==> src/rtl/simple_proc_pkg.sv <==
// Shared definitions for the simple processor and its instruction fetch unit:
// data word width, opcode encodings and the fetch sequencer state encoding.
package simple_proc_pkg;

  localparam int WORD_W = 9;

  typedef logic [2:0] opcode_t;

  localparam opcode_t OP_MV  = 3'b000;
  localparam opcode_t OP_MVI = 3'b001;
  localparam opcode_t OP_ADD = 3'b010;
  localparam opcode_t OP_SUB = 3'b011;

  typedef enum logic [2:0] {
    ST_IDLE,
    ST_ISSUE,
    ST_IMM,
    ST_WAIT,
    ST_HALT
  } fetch_state_e;

  // mvi is the only instruction followed by an immediate word.
  function automatic logic is_mvi(input logic [WORD_W-1:0] word);
    return word[WORD_W-1 -: 3] == OP_MVI;
  endfunction

endpackage

==> src/rtl/prog_store.sv <==
// Program store: DEPTH x 9-bit register array with one synchronous write port
// and one combinational read port.
module prog_store
  import simple_proc_pkg::*;
#(
  parameter int DEPTH = 32,
  parameter int AW    = 5
) (
  input  logic              clk,
  input  logic              we_i,
  input  logic [AW-1:0]     waddr_i,
  input  logic [WORD_W-1:0] wdata_i,
  input  logic [AW-1:0]     raddr_i,
  output logic [WORD_W-1:0] rdata_o
);

  logic [WORD_W-1:0] mem_q [DEPTH];

  // Write port.
  // NOTE: the array has no reset, so a loaded program survives Resetn and the
  // store can map onto plain storage cells without a reset network.
  always_ff @(posedge clk) begin
    if (we_i) begin
      mem_q[waddr_i] <= wdata_i;
    end
  end

  assign rdata_o = mem_q[raddr_i];

endmodule

==> src/rtl/instr_fetch_unit.sv <==
// Instruction fetch unit: sequences a loaded program into the processor one
// instruction at a time, supplying mvi immediates and pacing on Done.
// Optional watchdog: define FETCH_WDOG_EN to halt with Error when Done does
// not arrive within WDOG_CYCLES cycles.
module instr_fetch_unit
  import simple_proc_pkg::*;
#(
  parameter int DEPTH = 32,
  parameter int AW    = 5
`ifdef FETCH_WDOG_EN
  ,
  parameter int WDOG_CYCLES = 16
`endif
) (
  input  logic              Clock,
  input  logic              Resetn,
  input  logic              Start,
  input  logic [AW-1:0]     Last_addr,
  input  logic              Prog_we,
  input  logic [AW-1:0]     Prog_addr,
  input  logic [WORD_W-1:0] Prog_data,
  input  logic              Done,
  output logic [WORD_W-1:0] DIN,
  output logic              Run,
  output logic [AW-1:0]     PC,
  output logic              Busy,
  output logic              Halted,
  output logic              Error
);

  fetch_state_e      state_q, state_d;
  logic [AW-1:0]     pc_q, pc_d;
  logic [AW-1:0]     last_q, last_d;
  logic              mvi_q, mvi_d;
  logic              run_q, run_d;
  logic [WORD_W-1:0] din_q, din_d;
  logic [AW-1:0]     rd_addr, next_pc;
  logic [WORD_W-1:0] rd_data;
  logic              idle_like, start_ok, store_we;

`ifdef FETCH_WDOG_EN
  localparam int WDW = $clog2(WDOG_CYCLES + 1);
  logic [WDW-1:0] wdog_q, wdog_d;
  logic           err_q, err_d;
  logic           wdog_expired;
  assign wdog_expired = (wdog_q == WDW'(WDOG_CYCLES - 1));
`endif

  // Program writes and Start are only honoured while not executing; a write
  // in the same cycle as Start wins and the Start is dropped.
  assign idle_like = (state_q == ST_IDLE) || (state_q == ST_HALT);
  assign store_we  = idle_like && Prog_we;
  assign start_ok  = idle_like && Start && !Prog_we;
  assign next_pc   = mvi_q ? pc_q + AW'(2) : pc_q + AW'(1);

  prog_store #(
    .DEPTH(DEPTH),
    .AW   (AW)
  ) u_store (
    .clk    (Clock),
    .we_i   (store_we),
    .waddr_i(Prog_addr),
    .wdata_i(Prog_data),
    .raddr_i(rd_addr),
    .rdata_o(rd_data)
  );

  // Read address: the word that will be on DIN after the next state change.
  always_comb begin
    case (state_q)
      ST_ISSUE: rd_addr = pc_q + AW'(1);
      ST_IMM,
      ST_WAIT:  rd_addr = next_pc;
      default:  rd_addr = '0;
    endcase
  end

  // Next-state logic; DIN/Run are computed for the next state so they leave
  // the block straight from flops.
  always_comb begin
    // NOTE: every signal gets a default before the case so no path leaves a
    // value unassigned, which would otherwise infer a latch.
    state_d = state_q;
    pc_d    = pc_q;
    last_d  = last_q;
    mvi_d   = mvi_q;
    din_d   = din_q;
    run_d   = 1'b0;
`ifdef FETCH_WDOG_EN
    wdog_d  = '0;
    err_d   = err_q;
`endif
    case (state_q)
      ST_IDLE, ST_HALT: begin
        if (start_ok) begin
          state_d = ST_ISSUE;
          pc_d    = '0;
          last_d  = Last_addr;
          din_d   = rd_data;
          run_d   = 1'b1;
`ifdef FETCH_WDOG_EN
          err_d   = 1'b0;
`endif
        end
      end
      ST_ISSUE: begin
        mvi_d = is_mvi(din_q);
        if (is_mvi(din_q)) begin
          state_d = ST_IMM;
          din_d   = rd_data;
        end else begin
          state_d = ST_WAIT;
        end
      end
      ST_IMM, ST_WAIT: begin
        if (Done) begin
          if (pc_q == last_q) begin
            state_d = ST_HALT;
          end else begin
            state_d = ST_ISSUE;
            pc_d    = next_pc;
            din_d   = rd_data;
            run_d   = 1'b1;
          end
        end
`ifdef FETCH_WDOG_EN
        else if (wdog_expired) begin
          state_d = ST_HALT;
          err_d   = 1'b1;
        end else if (state_q == ST_IMM) begin
          state_d = ST_WAIT;
        end else begin
          wdog_d = wdog_q + WDW'(1);
        end
`else
        else if (state_q == ST_IMM) begin
          state_d = ST_WAIT;
        end
`endif
      end
      default: state_d = ST_IDLE;
    endcase
  end

  // State and output registers; reset returns everything to idle at once.
  always_ff @(posedge Clock or negedge Resetn) begin
    if (!Resetn) begin
      state_q <= ST_IDLE;
      pc_q    <= '0;
      last_q  <= '0;
      mvi_q   <= 1'b0;
      din_q   <= '0;
      run_q   <= 1'b0;
`ifdef FETCH_WDOG_EN
      wdog_q  <= '0;
      err_q   <= 1'b0;
`endif
    end else begin
      // NOTE: non-blocking assignments so every register samples the values
      // from before this edge, independent of statement order.
      state_q <= state_d;
      pc_q    <= pc_d;
      last_q  <= last_d;
      mvi_q   <= mvi_d;
      din_q   <= din_d;
      run_q   <= run_d;
`ifdef FETCH_WDOG_EN
      wdog_q  <= wdog_d;
      err_q   <= err_d;
`endif
    end
  end

  assign DIN    = din_q;
  assign Run    = run_q;
  assign PC     = pc_q;
  assign Busy   = (state_q == ST_ISSUE) || (state_q == ST_IMM) || (state_q == ST_WAIT);
  assign Halted = (state_q == ST_HALT);
`ifdef FETCH_WDOG_EN
  assign Error  = err_q;
`else
  assign Error  = 1'b0;
`endif

endmodule
==> config.mk <==
export PLATFORM = sky130hd
export DESIGN_NAME = instr_fetch_unit
export DESIGN_NICKNAME = d
export VERILOG_FILES = /design/src/rtl/simple_proc_pkg.sv /design/src/rtl/prog_store.sv /design/src/rtl/instr_fetch_unit.sv
export SDC_FILE = /design/constraint.sdc
export NUM_CORES = 1
export LEC_CHECK = 0
export BUFFER_PORTS_ARGS = -buffer_cell sky130_fd_sc_hd__buf_2
export CAP_MARGIN = 20
export CORE_ASPECT_RATIO = 0.9
export CORE_MARGIN = 4
export CORE_UTILIZATION = 56
export CTS_BUF_LIST = sky130_fd_sc_hd__clkbuf_16
export DETAILED_ROUTE_END_ITERATION = 10
export PLACE_DENSITY_LB_ADDON = 0.1
export SKIP_LAST_GASP = 1
export SYNTH_ARGS = -nofsm -noshare
export SYNTH_HDL_FRONTEND = slang
export SYNTH_SLANG_ARGS = --single-unit
==> constraint.sdc <==
create_clock -name Clock -period 2.9 [get_ports Clock]
set_clock_uncertainty 0.2 [all_clocks]
set_input_delay 0.435 -clock Clock [delete_from_list [all_inputs] [get_ports Clock]]
set_output_delay 0.435 -clock Clock [all_outputs]
set_load 0.005 [all_outputs]
==> flow_summary.yaml, run 1 <==
sta:
  hold_violations: 0
  worst_pin_slew_ns: 0.806
  fin_crit_sh_pct: 99.8
  finalSetupViolations: 0
  fin_crit_ns: 2.89
  maxSlewHeadroom_pct: 46.3
  grt_setup_unrepaired: "true"
  fmax_ghz: 0.345
  slew_violations: 0
drt:
  vias_per_cell: 6.26
  routed_wl_mm: 33.6
  dr_total_vias: 8409
  firstDrtPassIters: 6
  post-route-drc-count: 0
  drtIter0Drc: 1112
  postRouteAntennaNets: 0
  wl_per_cell_um: 25.0
power:
  p_total_w: 0.0188
  combinationalPowerShare_pct: 50.6
  p_per_area_nw_per_um2: 1210
  p_int_w: 0.0115
  ir_drop_mv: 0.765
  p_sw_share_pct: 38.8
  leakagePower_nw: 5.57
  clkPwrFrac_pct: 21.3
  seq_power_share_pct: 28.1
  p_switching_w: 0.00729
clock_tree:
  cts_buffers: 31
  clk_pin_slew_ns: 0.06
  htreeDepth: 1
  clk_latency_ns: 0.56
  cts_tree: "yes"
  cts-root-buf: "clkbuf_16"
  clk_path_buf_depth: 3
  clock_sinks: 312
worst_setup_path:
  crit_path_start: "mvi_q$_DFFE_PN0N_"
  start_kind: "register"
  worstPathRequired_ns: 3.13
  r2r_setup_slack_ns: 0.005
  arrival_ns: 3.12
  cp-end-kind: "register"
  r2r_start: "mvi_q$_DFFE_PN0N_"
  path_max_fanout: 17
  crit_type: "reg2reg"
  r2r_cells: 11
layout:
  layout_commonest_cell: "edfxtp_1"
  antenna_cells: 0
  drive_gt1_share_pct: 27.6
  fin_nets: 1048
  mostFrequentLayoutCells: "edfxtp_1 (288), nand2_1 (125), buf_4 (96), nor2_1 (59), buf_2 (42)"
  final_area_um2: 15500
  n_fill_cell: 1539
  area_delta_synth_final_pct: 20.5
die:
  die_w_um: 168
  ios: 42
  die_area_um2: 25500
  initial_core_util_pct: 57.1
  die_height_um: 152
  num_rows: 52
  core_area_um2: 22600
synth:
  synth-edff-count: 288
  synth_ff_type: "edfxtp_1"
  synthArstFlopShare_pct: 7.69
  synthesis.instances: 882
  synth.avg_cell_area_um2: 14.6
  ys_types: 63
  ys_ff_latch: 312
  yosysSeqAreaShare_pct: 71.7
  synthesis.nets: 908
  netlist_area_um2: 12900
  yosysWarnings: 0
global_route:
  first_global_vias: 8236
  track_usage_pct: 25.7
  grt_max_degree: 39
  grt_pass1_wl_mm: 50.3
  grt_overflow: 0
  antenna_found_initial: 0
placement:
  place.gp.congestion: 0.923
  dp_hpwl_mm: 21.6
  placed_area_um2: 14100
  portBuffers: 40
outcome:
  status: "finished, final reports clean"
worst_hold_path:
  holdCritStartpoint: "Start"
  worstHoldPathCells: 3
  min_path_type: "in2reg"
job:
  cap_violations: 0
[synthesized netlist by cell type, types with 12 or more instances]
cell type | instances | area [µm²]
nor2_1 | 60 | 225
buf_2 | 19 | 95.1
mux2i_1 | 26 | 260
a21oi_1 | 26 | 130
o21ai_1 | 15 | 75.1
a211oi_1 | 46 | 345
nand2_1 | 126 | 473
clkbuf_1 | 23 | 86.3
o22ai_1 | 12 | 75.1
a31oi_1 | 14 | 87.6
dfrtp_1 | 24 | 601
nand3_1 | 20 | 100
and3_1 | 30 | 188
a32o_1 | 12 | 120
edfxtp_1 | 288 | 8650
mux2_2 | 23 | 259
[cells by family after synthesis]
logic type	Yosys count	share of synthesized area [%]
AOI/OAI and AO/OA	174	9.94
xor gates and xnor gates	5	0.340
adders and majority gates	2	0.194
buffers and inverters	56	2.36
DFF	312	71.7
muxes	59	5.71
other	1	0.0291
and+or+nand+nor	273	9.71
[metal layers]
layer | up-vias | global-route usage, % | wire length, µm
met5 | - | 0 | 0
met4 | 0 | 6.72 | 897
met3 | 68 | 3.43 | 2990
met2 | 445 | 39.4 | 15400
met1 | 4203 | 39.6 | 14300
li1 | 3693 | - | -
[per-stage QoR]
stage | std cells | util [%] | hold WS [ns] | TNS (ns) | setup WS (ns)
global route | 1343 | 68.8 | 0.0739 | -0.263 | -0.124
CTS | 1340 | 68.2 | 0.0635 | -0.0962 | -0.0461
global placement | 1271 | 62.4 | 0.247 | -2.18 | -0.703
finish | 1343 | 68.8 | 0.0736 | 0 | 0.00516
detailed placement | 1273 | 62.4 | 0.264 | -1.80 | -0.413
floorplan | 882 | - | -0.0606 | 0 | 0.0563
[layout make-up]
cell class	instances	area (µm²)	area share [%]
Sequential cell	312	9250	59.5
Multi-Input combinational cell	514	3600	23.2
Timing Repair Buffer	160	1270	8.20
Clock buffer	31	776	4.99
Tap cell	297	372	2.39
Clock inverter	26	251	1.62
Inverter	3	11.3	0.0725
[registers in the layout (all words and copies together) (netlist names)]
name           flops
u_store.mem_q    288
DIN                9
PC                 5
last_q             5
state_q            3
Run                1
mvi_q              1
[worst max-delay path: stages, from the launching register on]
cell,delay [ns]
dfrtp_2,0.44
buf_4,0.16
and2_4,0.19
nand3b_4,0.09
buf_4,0.19
buf_4,0.21
and3_1,0.18
a211oi_1,0.37
a311oi_2,0.11
a2111oi_4,0.34
buf_2,0.20
a211oi_2,0.05
[timing repair]
action | CTS | global route
buffers inserted | 3 | 2
endpoints found under the hold margin | 31 | 0
gates resized for setup | 37 | 19
hold buffers | 7 | 0
pin swaps | 10 | 9
cloned | 0 | 1
setup endpoints to repair | 9 | 9
[power groups by stage]
stage	clock [W]	sequential, W	combinational [W]
finish	0.00401	0.00528	0.00950
detailed placement	0	0.00536	0.00838
CTS	0.00406	0.00527	0.00902
floorplan	0	0.00533	0.00507
global placement	0	0.00535	0.00818
global route	0.00426	0.00530	0.0101
[final timing paths]
kind,to
hold / removal,state_q[2]$_DFFE_PN0P_
hold reg to reg,last_q[3]$_DFFE_PN0P_
setup / recovery,DIN[2]$_DFFE_PN0P_
min in group asynchronous,state_q[2]$_DFFE_PN0P_
setup reg to reg,DIN[2]$_DFFE_PN0P_
max in group asynchronous,mvi_q$_DFFE_PN0N_
Note: power is estimated with default switching activity, not from simulation.
==> inputs of run 2 (changes only) <==
- REMOVE_ABC_BUFFERS: unset -> 1
==> run 2 against run 1 <==
Sequential share of layout area rose by 0.47 points. Clock power is 12% lower. Critical path depth is the same. Flip-flop and latch count unchanged. Largest power group unchanged. Fmax is 0.32% higher. Combinational power decreased by 2.4%. Largest cell class unchanged. Core utilization is 0.54 points lower. Wire length rose by 0.22%. Cell count rose by 0.89%. Register-to-register slack barely moved. Via count rose by 0.76%.
==> flow_summary.yaml, run 2 (same netlist as run 1, synthesis figures left out) <==
outcome:
  status: "finished, final reports clean"
drt:
  post-route-drc-count: 0
  firstDrtPassIters: 6
  postRouteAntennaNets: 0
  drtIter0Drc: 1137
  routed_wl_mm: 33.7
  wl_per_cell_um: 24.9
  vias_per_cell: 6.25
  dr_total_vias: 8473
worst_setup_path:
  start_kind: "register"
  cp_slowest_stage_delay_ns: 0.41
  r2r_cells: 11
  r2r_start: "PC[0]$_DFFE_PN0P_"
  worstPathRequired_ns: 3.19
  r2r_setup_slack_ns: 0.01
  path_max_fanout: 6
  critical_path.top_delay_family: "compound AO/OA/AOI/OAI gates"
  critical_path.most_common_cell: "or2_4"
  worstPathCellList: "ha_4, or2_4, a32oi_4, or2_4, buf_6, buf_4, a211oi_1, a311oi_1, a21oi_1, o21ai_1, o221a_2"
  crit_type: "reg2reg"
  cp-end-kind: "register"
  arrival_ns: 3.18
  slowest_stage: "dfrtp_1"
  rr_endpoint: "DIN[7]$_DFFE_PN0P_"
  cp.buffers_inverters: 2
die:
  die_height_um: 152
  die_w_um: 168
  ios: 42
  die_area_um2: 25500
  num_rows: 52
  core_area_um2: 22600
  initial_core_util_pct: 57.1
global_route:
  first_global_vias: 8290
  grtUsageMet3_pct: 4.31
  antenna_found_initial: 1
  grt.busiest_layer: "met2"
  grt_overflow: 0
  grt_use_met2_pct: 39.3
  grt_max_degree: 33
  track_usage_pct: 25.8
  grtUsageMet1_pct: 39.3
  grt_pass1_wl_mm: 50.1
layout:
  layout_commonest_cell: "edfxtp_1"
  n_fill_cell: 1540
  largest-register: "u_store.mem_q"
  fin_nets: 1060
  drive_gt1_share_pct: 26.0
  multi_input_area_um2: 3510
  stdcell_count: 1355
  mostFrequentLayoutCells: "edfxtp_1 (288), nand2_1 (124), buf_4 (108), nor2_1 (59), a211oi_1 (41)"
  seq_area_um2: 9250
  largest_reg_flops: 288
  area_delta_synth_final_pct: 19.6
worst_hold_path:
  worstHoldPathCells: 3
  holdCritStartpoint: "Start"
  holdPathEnd: "state_q[2]$_DFFE_PN0P_"
  min_path_type: "in2reg"
clock_tree:
  clock_sinks: 312
  clk_pin_slew_ns: 0.06
  htreeDepth: 1
  clk_latency_ns: 0.56
  cts_tree: "yes"
  cts_buffers: 30
  clk_path_buf_depth: 3
  cts-root-buf: "clkbuf_16"
sta:
  fin_crit_ns: 2.89
  finalSetupViolations: 0
  whs_ns: 0.0486
  slew_violations: 0
  grt_setup_unrepaired: "true"
  hold_violations: 0
  fmax_ghz: 0.347
  maxSlewHeadroom_pct: 46.9
  worst_pin_slew_ns: 0.797
  fin_crit_sh_pct: 99.5
power:
  p_per_area_nw_per_um2: 1180
  p_total_w: 0.0181
  ir_drop_mv: 0.666
  leakagePower_nw: 5.55
placement:
  portBuffers: 40
  placed_cells: 1280
  place.gp.congestion: 0.885
  dp_hpwl_mm: 21.4
job:
  cap_violations: 0
==> run 2: changes by cell type in the layout (fill, tap and decap cells not counted), moves of 4 or more <==
| cell | change |
|---|---|
| a311oi_1 | +5 |
| a21oi_2 | -4 |
| a311oi_2 | -5 |
| bufinv_16 | -4 |
| clkinv_1 | +5 |
| buf_4 | +12 |
| a211oi_1 | +4 |
| inv_1 | +5 |
| a21oi_1 | +4 |
| clkinv_2 | -5 |
==> run 2: report_power, final <==
| part | total (W) | switching (W) | internal, W |
|---|---|---|---|
| logic | 0.00927 | 0.00522 | 0.00406 |
| registers | 0.00532 | 0.000207 | 0.00511 |
| clock network | 0.00354 | 0.00155 | 0.00199 |
==> run 2: worst max-delay path by stage <==
stage | cells past startpoint | startpoint | slack (ns) | to
CTS | 12 | PC[0]$_DFFE_PN0P_ | 0.003 | DIN[7]$_DFFE_PN0P_
finish | 11 | PC[0]$_DFFE_PN0P_ | 0.01 | DIN[7]$_DFFE_PN0P_
global placement | 9 | PC[0]$_DFFE_PN0P_ | -0.07 | DIN[1]$_DFFE_PN0P_
detailed placement | 9 | PC[1]$_DFFE_PN0P_ | -0.18 | DIN[4]$_DFFE_PN0P_
floorplan | 7 | state_q[1]$_DFFE_PN0P_ | -1.11 | DIN[0]$_DFFE_PN0P_
global route | 10 | PC[0]$_DFFE_PN0P_ | -0.05 | DIN[1]$_DFFE_PN0P_
==> run 2: metal layers <==
metal	vias to the layer above	wire [µm]
met2	461	15300
met4	2	938
li1	3723	-
met1	4210	14200
met5	-	11
met3	77	3220
==> run 2: cell type report <==
| type | instances | share of cell area (%) |
|---|---|---|
| Multi-Input combinational cell | 515 | 22.8 |
| Clock inverter | 24 | 0.779 |
| Tap cell | 297 | 2.41 |
| Timing Repair Buffer | 172 | 8.89 |
| Sequential cell | 312 | 60.0 |
| Clock buffer | 31 | 5.03 |
| Antenna cell | 1 | 0.0162 |
| Inverter | 3 | 0.0730 |
==> run 2: metrics by stage <==
step	instance area [µm²]	util, %	setup slack, ns	setup TNS (ns)
2_1_floorplan	12600	-	-1.11	-9.26
3_3_place_gp	14100	62.6	-0.0743	-0.309
3_5_place_dp	14100	62.6	-0.176	-0.768
4_1_cts	15200	67.2	0.00289	0
5_1_grt	15400	68.3	-0.0524	-0.135
6_report	15400	68.3	0.0144	0
==> run 2: tightest hold or removal path, cell delays in order <==
cell,delay (ns)
buf_2,0.10
nand2b_1,0.11
a32o_1,0.13
==> run 2: what timing repair did <==
item	CTS	global route
gates cloned	1	0
endpoints found under the setup margin	9	9
resized for setup	10	31
endpoints found under the hold margin	31	0
pin swaps	2	14
buffers inserted	3	8
hold buffers	7	0
==> inputs of run 3 (changes only) <==
- ABC_AREA: unset -> 1
- HOLD_SLACK_MARGIN: unset -> 0.1
==> run 3 against run 2 <==
Critical path depth increased by 1. Setup slack gained 0.19 ns. First-iteration DRC count up 19%. Fmax is 7.0% higher. Flip-flop and latch count stayed put. Die area grew 9.1%. Sequential power grew 0.8%. Largest cell class unchanged. Via count grew 17%. Combinational power fell by 5.3%. Clock-buffer cell count up 4. Worst hold slack better by 0.089 ns. Global-route usage is 0.79 points higher.
==> flow_summary.yaml, run 3 <==
global_route:
  antenna_found_initial: 0
  grt_pass1_wl_mm: 57.4
  first_global_vias: 9636
  track_usage_pct: 26.6
  grt_max_degree: 145
  grt_overflow: 0
worst_setup_path:
  worstPathRequired_ns: 3.09
  path_max_fanout: 124
  crit_type: "reg2reg"
  r2r_cells: 12
  r2r_setup_slack_ns: 0.20
  arrival_ns: 2.89
  critical_path.most_common_cell: "nand3_1"
  cp_slowest_stage_delay_ns: 0.46
  slowest_stage: "dfrtp_1"
  cp-end-kind: "register"
  start_kind: "register"
  worstPathCellList: "inv_2, nand2_2, nand2_1, nand2_4, buf_12, nand3b_1, nand3_1, nand3_1, nand3_1, nand3_1, nand3_1, nand2_1"
placement:
  dp_hpwl_mm: 22.0
  place.gp.congestion: 0.875
  portBuffers: 40
sta:
  hold_violations: 0
  worst_pin_slew_ns: 0.933
  slew_violations: 0
  fmax_ghz: 0.371
  finalSetupViolations: 0
  maxSlewHeadroom_pct: 37.8
  grt_setup_unrepaired: "false"
  whs_ns: 0.137
  fin_crit_sh_pct: 93.0
  fin_crit_ns: 2.70
worst_hold_path:
  min_path_type: "in2reg"
  worstHoldPathCells: 3
layout:
  fin_nets: 1375
  area_delta_synth_final_pct: 12.7
  largest_reg_flops: 288
  post-route-util_pct: 64.9
  mostFrequentLayoutCells: "nand3_1 (305), edfxtp_1 (288), nand2_1 (202), inv_1 (168), nand3b_1 (126)"
  drive_gt1_share_pct: 11.9
  antenna_cells: 0
  layout_commonest_cell: "nand3_1"
  largest-register: "u_store.mem_q"
clock_tree:
  clock_sinks: 312
  cts_tree: "yes"
  clk_path_buf_depth: 3
  postCtsSetupRepairBufs: 0
  cts_buffers: 34
  clk_latency_ns: 0.51
  cts-root-buf: "clkbuf_16"
  clk_pin_slew_ns: 0.06
  htreeDepth: 2
power:
  p_per_area_nw_per_um2: 1140
  leakagePower_nw: 6.32
  ir_drop_mv: 0.695
synth:
  synthesis.instances: 1284
  ys_types: 35
  synth.avg_cell_area_um2: 11.0
  synth_common_cells: "nand3_1 (306), edfxtp_1 (288), nand2_1 (202)"
  yosysWarnings: 0
  yosys.area.top_type: "edfxtp_1"
  netlist_top_cells_area: "edfxtp_1 (61%), nand3_1 (11%), nand3b_1 (6.7%)"
  synth_top_area_share_pct: 61.2
  yosysMostFrequentCell: "nand3_1"
  yosysSeqAreaShare_pct: 65.5
  netlist_area_um2: 14100
  ys_ff_latch: 312
  synthArstFlopShare_pct: 7.69
  synth-edff-count: 288
  synth_ff_type: "edfxtp_1"
outcome:
  status: "finished, final reports clean"
die:
  die_area_um2: 27800
  initial_core_util_pct: 57.6
  core_area_um2: 24500
  die_w_um: 175
  ios: 42
  die_height_um: 159
  num_rows: 54
drt:
  vias_per_cell: 5.81
  dr_total_vias: 9930
  post-route-drc-count: 0
  wl_per_cell_um: 21.7
  firstDrtPassIters: 6
  drtIter0Drc: 1356
  postRouteAntennaNets: 0
  routed_wl_mm: 37.1
job:
  cap_violations: 0
-- run 3: worst paths after layout --
kind	startpoint	end
min	Start	last_q[0]$_DFFE_PN0P_
max in group asynchronous	Resetn	last_q[2]$_DFFE_PN0P_
min in group asynchronous	Resetn	Run$_DFF_PN0_
min reg2reg	last_q[3]$_DFFE_PN0P_	last_q[3]$_DFFE_PN0P_
max reg2reg	PC[0]$_DFFE_PN0P_	DIN[7]$_DFFE_PN0P_
max	PC[0]$_DFFE_PN0P_	DIN[7]$_DFFE_PN0P_
-- run 3: logic make-up (layout without fill, tap and decap cells) --
| family | after synthesis | count (layout) | share of synthesized area, % |
|---|---|---|---|
| DFF | 312 | 312 | 65.5 |
| buffers and inverters | 241 | 329 | 7.81 |
| adders and majority gates | 2 | 2 | 0.177 |
| AOI/OAI and AO/OA | 19 | 19 | 0.868 |
| and+or+nand+nor | 700 | 700 | 25.1 |
| other | 1 | 1 | 0.0265 |
| muxes | 3 | 3 | 0.239 |
| xor gates and xnor gates | 6 | 6 | 0.372 |
-- run 3: area by class of cell --
| cell class | count | area [µm²] |
|---|---|---|
| Sequential cell | 312 | 9250 |
| Fill cell | 1906 | 8600 |
| Multi-Input combinational cell | 731 | 3800 |
| Clock buffer | 35 | 876 |
| Timing Repair Buffer | 100 | 768 |
| Inverter | 170 | 654 |
| Tap cell | 336 | 420 |
| Clock inverter | 24 | 163 |
-- run 3: timing repair --
item                      CTS  global route
hold endpoints to repair   31             0
resized for setup           0             0
hold buffers                7             0
-- run 3: layer usage --
layer,up-vias,track usage [%],part of all wire [%]
met5,-,0,0
met4,0,7.58,2.7
met3,72,4.02,8.0
met2,484,41.6,47
met1,4823,39.3,42
li1,4551,-,-
-- run 3: where the power goes --
part           internal, W  switching, W  total [W]  leakage (nW)
combinational      0.00273       0.00605    0.00878          2.91
sequential         0.00513      0.000232    0.00536          2.88
clock              0.00236       0.00171    0.00407         0.533
total               0.0102       0.00799     0.0182          6.32
-- run 3: through the flow --
stage                     cell area [µm²]  cells  setup WS (ns)  setup TNS, ns  total power, W
after floorplan                     13700   1213          -3.04         -27.33          0.0108
after global placement              14800   1642          0.280              0          0.0141
after detailed placement            14800   1642          0.302              0          0.0141
after CTS                           15900   1708          0.302              0          0.0182
after global routing                15900   1708         0.0793              0          0.0192
final                               15900   1708          0.204              0          0.0182
-- run 3: critical path: cells and delay by family, from the launching register on --
family                 cells  cell delay, ns
buffers and inverters      2            0.50
and+or+nand+nor           10            1.22
DFF                        1            0.46
